$ cat config.mk
export PLATFORM = sky130hd
export DESIGN_NAME = imem_boot_loader
export DESIGN_NICKNAME = d
export VERILOG_FILES = /design/src/rtl/boot_pkg.sv /design/src/rtl/word_assembler.sv /design/src/rtl/imem_boot_loader.sv
export SDC_FILE = /design/constraint.sdc
export NUM_CORES = 1
export LEC_CHECK = 0
export CAP_MARGIN = 5
export CORE_ASPECT_RATIO = 0.6
export CORE_MARGIN = 8
export CORE_UTILIZATION = 54
export CTS_CLUSTER_DIAMETER = 80
export CTS_CLUSTER_SIZE = 12
export DETAILED_ROUTE_END_ITERATION = 16
export PLACE_DENSITY_LB_ADDON = 0.25
export SLEW_MARGIN = 25
export SYNTH_ARGS = -nofsm -noshare
export SYNTH_HDL_FRONTEND = slang
export SYNTH_SLANG_ARGS = --single-unit
export TNS_END_PERCENT = 50
$ cat constraint.sdc
create_clock -name Clk -period 2.3 [get_ports Clk]
set_input_delay 0.345 -clock Clk [delete_from_list [all_inputs] [get_ports Clk]]
set_output_delay 0.345 -clock Clk [all_outputs]
set_load 0.02 [all_outputs]
$ cat src/rtl/boot_pkg.sv
// boot_pkg: shared state encoding and framing constants for the instruction-memory boot loader.
package boot_pkg;
  typedef enum logic [2:0] {HDR_HI, HDR_LO, DATA, CSUM, DRAIN, DONE, ERR} state_t;
  localparam int BYTES_PER_WORD = 4;
  localparam int HDR_BYTES = 2;
endpackage

$ cat src/rtl/word_assembler.sv
// word_assembler: packs a big-endian byte stream into 32-bit words; word_valid marks the completing byte.
module word_assembler
  import boot_pkg::*;
(
  input  logic        clk,
  input  logic        rst,
  input  logic        en,
  input  logic [7:0]  din,
  output logic        word_valid,
  output logic [31:0] word
);
  logic [23:0] sh;
  logic [1:0] idx;
  assign word_valid = en && idx == 2'(BYTES_PER_WORD - 1);
  assign word = {sh, din};
  always_ff @(posedge clk) begin
    if (rst) begin
      sh <= '0;
      idx <= '0;
    end else if (en) begin
      sh <= {sh[15:0], din};
      idx <= idx + 2'd1;
    end
  end
endmodule

$ cat src/rtl/imem_boot_loader.sv
// imem_boot_loader: loads a framed byte image into instruction memory, holding the core in reset until done.
// Define BOOT_CHECKSUM_EN to require a trailing XOR checksum byte after the payload.
module imem_boot_loader
  import boot_pkg::*;
#(
  parameter int ADDR_WIDTH = 8,
  parameter int DATA_WIDTH = 32
) (
  input  logic                  Clk,
  input  logic                  Rst,
  input  logic [7:0]            In_Data,
  input  logic                  In_Valid,
  output logic                  In_Ready,
  output logic                  Imem_We,
  output logic [ADDR_WIDTH-1:0] Imem_Addr,
  output logic [DATA_WIDTH-1:0] Imem_Wdata,
  output logic                  Cpu_Rst,
  output logic                  Load_Done,
  output logic                  Load_Err,
  output logic [15:0]           Words_Loaded
);
  localparam int DEPTH = 2 ** ADDR_WIDTH;
`ifdef BOOT_CHECKSUM_EN
  localparam state_t END_ST = CSUM;
  logic [7:0] csum;
`else
  localparam state_t END_ST = DRAIN;
`endif
  state_t state;
  logic [7:0] n_hi;
  logic [15:0] n;
  logic acc, wv, last;
  logic [31:0] word;
  logic [16:0] n_rx;
  assign acc = In_Valid & In_Ready;
  assign n_rx = {1'b0, n_hi, In_Data};
  // Words_Loaded already counts every earlier word when a word's final byte arrives
  assign last = wv && (Words_Loaded + 16'd1 == n);
  word_assembler u_asm (
    .clk(Clk),
    .rst(Rst),
    .en(acc && state == DATA),
    .din(In_Data),
    .word_valid(wv),
    .word(word)
  );
  always_ff @(posedge Clk) begin
    if (Rst) begin
      state <= HDR_HI;
      In_Ready <= 1'b1;
      Imem_We <= 1'b0;
      Imem_Addr <= '0;
      Imem_Wdata <= '0;
      Cpu_Rst <= 1'b1;
      Load_Done <= 1'b0;
      Load_Err <= 1'b0;
      Words_Loaded <= '0;
      n_hi <= '0;
      n <= '0;
`ifdef BOOT_CHECKSUM_EN
      csum <= '0;
`endif
    end else begin
      Imem_We <= wv;
      if (wv) begin
        Imem_Addr <= Words_Loaded[ADDR_WIDTH-1:0];
        Imem_Wdata <= word;
        Words_Loaded <= Words_Loaded + 16'd1;
      end
      case (state)
        HDR_HI: if (acc) begin
          n_hi <= In_Data;
          state <= HDR_LO;
        end
        HDR_LO: if (acc) begin
          n <= n_rx[15:0];
          if (n_rx > 17'(DEPTH)) begin
            state <= ERR;
            In_Ready <= 1'b0;
            Load_Err <= 1'b1;
          end else if (n_rx == 17'd0) begin
            state <= END_ST;
            In_Ready <= END_ST == CSUM;
          end else state <= DATA;
        end
        DATA: if (acc) begin
`ifdef BOOT_CHECKSUM_EN
          csum <= csum ^ In_Data;
`endif
          if (last) begin
            state <= END_ST;
            In_Ready <= END_ST == CSUM;
          end
        end
`ifdef BOOT_CHECKSUM_EN
        CSUM: if (acc) begin
          In_Ready <= 1'b0;
          state <= In_Data == csum ? DRAIN : ERR;
          Load_Err <= In_Data != csum;
        end
`endif
        DRAIN: begin
          state <= DONE;
          Load_Done <= 1'b1;
          Cpu_Rst <= 1'b0;
        end
        default: ;
      endcase
    end
  end
endmodule

==> flow_summary.yaml <==
timing:
  finalCritPeriodShare: 0.916
  hold_viol_final: 0
  slew_violations: 0
  tightest_slew_ns: 0.560
  max_freq_mhz: 475
  rsz0062_at_grt: "false"
  slew_headroom: 0.617
  finClkSkew_ns: 0.00625
  report.final.setup_viol: 0
  layout_setup_ws_ns: 0.194
  fin_crit_ns: 2.11
global_routing:
  grt.overflow.total: 0
  grt_usage: 0.213
  antenna_found_initial: 0
  grt_pass1_wl_um: 21200
  grt_max_degree: 88
  grt_pass1_vias: 4272
setup_path:
  reg2reg_from: "Words_Loaded[0]"
  critPathKind: "reg -> reg"
  r2r_end: "In_Ready"
  reg2reg_slack_ns: 0.19
  cp_max_fo: 5
  crit_end: "In_Ready"
  cp_top_family: "simple AND/OR/NAND/NOR gates"
  arrival_ns: 2.37
  crit_slowest_cell: "or4_1"
  cp-end-kind: "flip-flop"
  cpPeakStageDelay_ns: 0.55
  cp.depth: 8
  r2r_cells: 8
  crit_chain: "ha_2 > nand4_4 > or4_1 > o21ai_1 > nand3_1 > nor4_2 > buf_4 > o211ai_1"
  cp.required_ns: 2.57
  critPathLaunchType: "flip-flop"
  setup.worst_path.start: "Words_Loaded[0]"
  path_buf_inv: 1
logic_synthesis:
  synth-seq-cells: 114
  synth_top_family_by_area: "simple AND/OR/NAND/NOR gates"
  yosys_warnings: 0
  synth-seq-area-share: 0.472
  synthAdderAreaFrac: 0.00518
  syn_area_per_cell_um2: 7.98
  synthMuxAreaShare: 0
  syn-num-nets: 618
  synth-simple-area-share: 0.256
  ys_types: 52
  async_reset_ff_frac: 0
  synth-compound-area-share: 0.148
  synth-xor-area-share: 0.0671
  syn_inst: 605
  synth_ff_type: "dfxtp_1"
  synth_edf_count: 0
  synth_area_um2: 4830
hold_path:
  hold_class: "in -> reg"
clocking:
  cts_sinks: 114
  numCtsBuffers: 17
  clk_pin_slew_ns: 0.05
  postCtsSetupBuffers: 0
  clock_latency_ns: 0.40
  cts-root-buf: "clkbuf_16"
  clk_path_buf_depth: 2
  h-tree-depth: 4
  cts_tree: "yes"
placement:
  placed_cell_area_um2: 5680
  dp_cells: 774
  gp_congestion: 0.874
  place_ws_ns: -0.0718
  dpl.hpwl_um: 8960
  port-buffer-count: 71
detailed_routing:
  routed_wl_um: 12900
  wire_per_inst_um: 16.1
  viasPerCell: 5.59
  remaining_drc_errors: 0
  vias: 4486
  drt_iter0_drc: 472
  ant_nets: 0
  dr.pass1.iters: 5
floorplan:
  chipHeight_um: 89.3
  io_pins: 72
  rows: 26
  coreArea_um2: 8590
  initial_core_util: 0.562
  die_x_um: 138
  dieArea_um2: 12300
run_status:
  outcome: "finished, final reports clean"
power_and_ir_drop:
  p_leak_nw: 2.17
  power-per-cell-area_nw_per_um2: 823
  vdd_drop_max_mv: 0.564
finish:
  drive_gt1_frac: 0.104
  nets: 694
  syn_to_final_growth_pct: 28.6
  diodes: 0
  instances_no_fill: 803
  final_area_um2: 6210
  final_util: 0.723
run:
  maxCapViolCount: 0
layer usage:
| layer | vias to the layer above | GRT usage | wire length (µm) |
|---|---|---|---|
| met5 | - | 0 | 0 |
| met4 | 0 | 0.0667 | 172 |
| met3 | 22 | 0.0997 | 1380 |
| met2 | 187 | 0.313 | 5360 |
| met1 | 2106 | 0.272 | 6000 |
| li1 | 2171 | - | - |
cell families after synthesis:
logic type / after synthesis
AOI/OAI and AO/OA: 126
and+or+nand+nor: 280
xor gates and xnor gates: 37
buffers and inverters: 46
DFF: 114
adders and majority gates: 2
power breakdown:
part	internal (mW)	switching, mW
logic	0.251	0.388
clock network	1.46	0.837
registers	2.07	0.110
worst register-to-register path: cells and delay by family (launching register included):
kind	cells	cell delay, ns
adder cells (fa/ha/maj)	1	0.25
buffers and inverters	1	0.17
flip-flops	1	0.35
AND/OR/NAND/NOR	4	0.98
AO/OA/AOI/OAI	2	0.23
cells in the mapped netlist, types with 2 or more instances:
cell	count	area, µm²
nand2_1	186	698
dfxtp_1	114	2280
a21oi_1	98	490
nor2_1	37	139
clkbuf_1	25	93.8
xor2_1	19	166
xnor2_1	18	158
nand3_1	16	80.1
buf_2	10	50.1
buf_6	7	78.8
nor3_1	6	30.0
nor4_1	6	37.5
nand2b_1	4	25.0
a31oi_1	3	18.8
and3_1	3	18.8
nand4_1	3	18.8
a211o_1	2	17.5
a21o_1	2	15.0
a2bb2oi_1	2	17.5
a41oi_1	2	17.5
and4_1	2	17.5
buf_4	2	15.0
ha_1	2	25.0
inv_1	2	7.51
nor2b_1	2	12.5
nor3_2	2	20.0
nor4_2	2	25.0
o211ai_1	2	15.0
o21ai_0	2	10.0
o311ai_0	2	17.5
flip-flops by register name, summed over array words and instances (netlist names):
register      flops
Imem_Wdata       32
u_asm.sh         24
Words_Loaded     16
n                16
Imem_Addr         8
n_hi              8
state             3
u_asm.idx         2
Cpu_Rst           1
Imem_We           1
In_Ready          1
Load_Done         1
Load_Err          1
worst min-delay path by stage:
stage / to / depth (start not counted) / start
global route: Words_Loaded[12] / 2 / Rst
global placement: Cpu_Rst / 1 / Cpu_Rst
detailed placement: Imem_Wdata[29] / 2 / u_asm.sh[21]
CTS: Words_Loaded[15] / 2 / Rst
finish: Words_Loaded[13] / 2 / Rst
floorplan: Imem_Wdata[24] / 2 / u_asm.sh[16]
stage by stage:
step | hold slack, ns | setup TNS (ns) | total power, mW
global route | 0.336 | 0 | 5.31
floorplan | 0.432 | 0 | 2.62
detailed placement | 0.445 | -0.0718 | 2.84
global placement | 0.435 | 0 | 2.81
finish | 0.336 | 0 | 5.11
CTS | 0.313 | 0 | 5.12
layout make-up:
class	count	area, µm²
clock buffers	23	488
clock inverters	6	32.5
fillers	644	2380
inverters	2	7.51
multi-input cells	445	2310
flip-flops and latches	114	2280
well taps	112	140
repair buffers	101	946
repair_timing:
action	in CTS	in global routing
hold buffers	0	0
setup endpoints to repair	0	3
resized for setup	0	2
layout by cell type, fill, tap and decap left out, drive strengths merged, types with 16 or more instances in the layout:
cell and n:
nand3 16, xnor2 18, nor2 37, buf 31
dfxtp 114, nand2 187, clkbuf 23, a21oi 98
clkdlybuf4s50 70, xor2 19
Power figures use the tool's default switching activity.
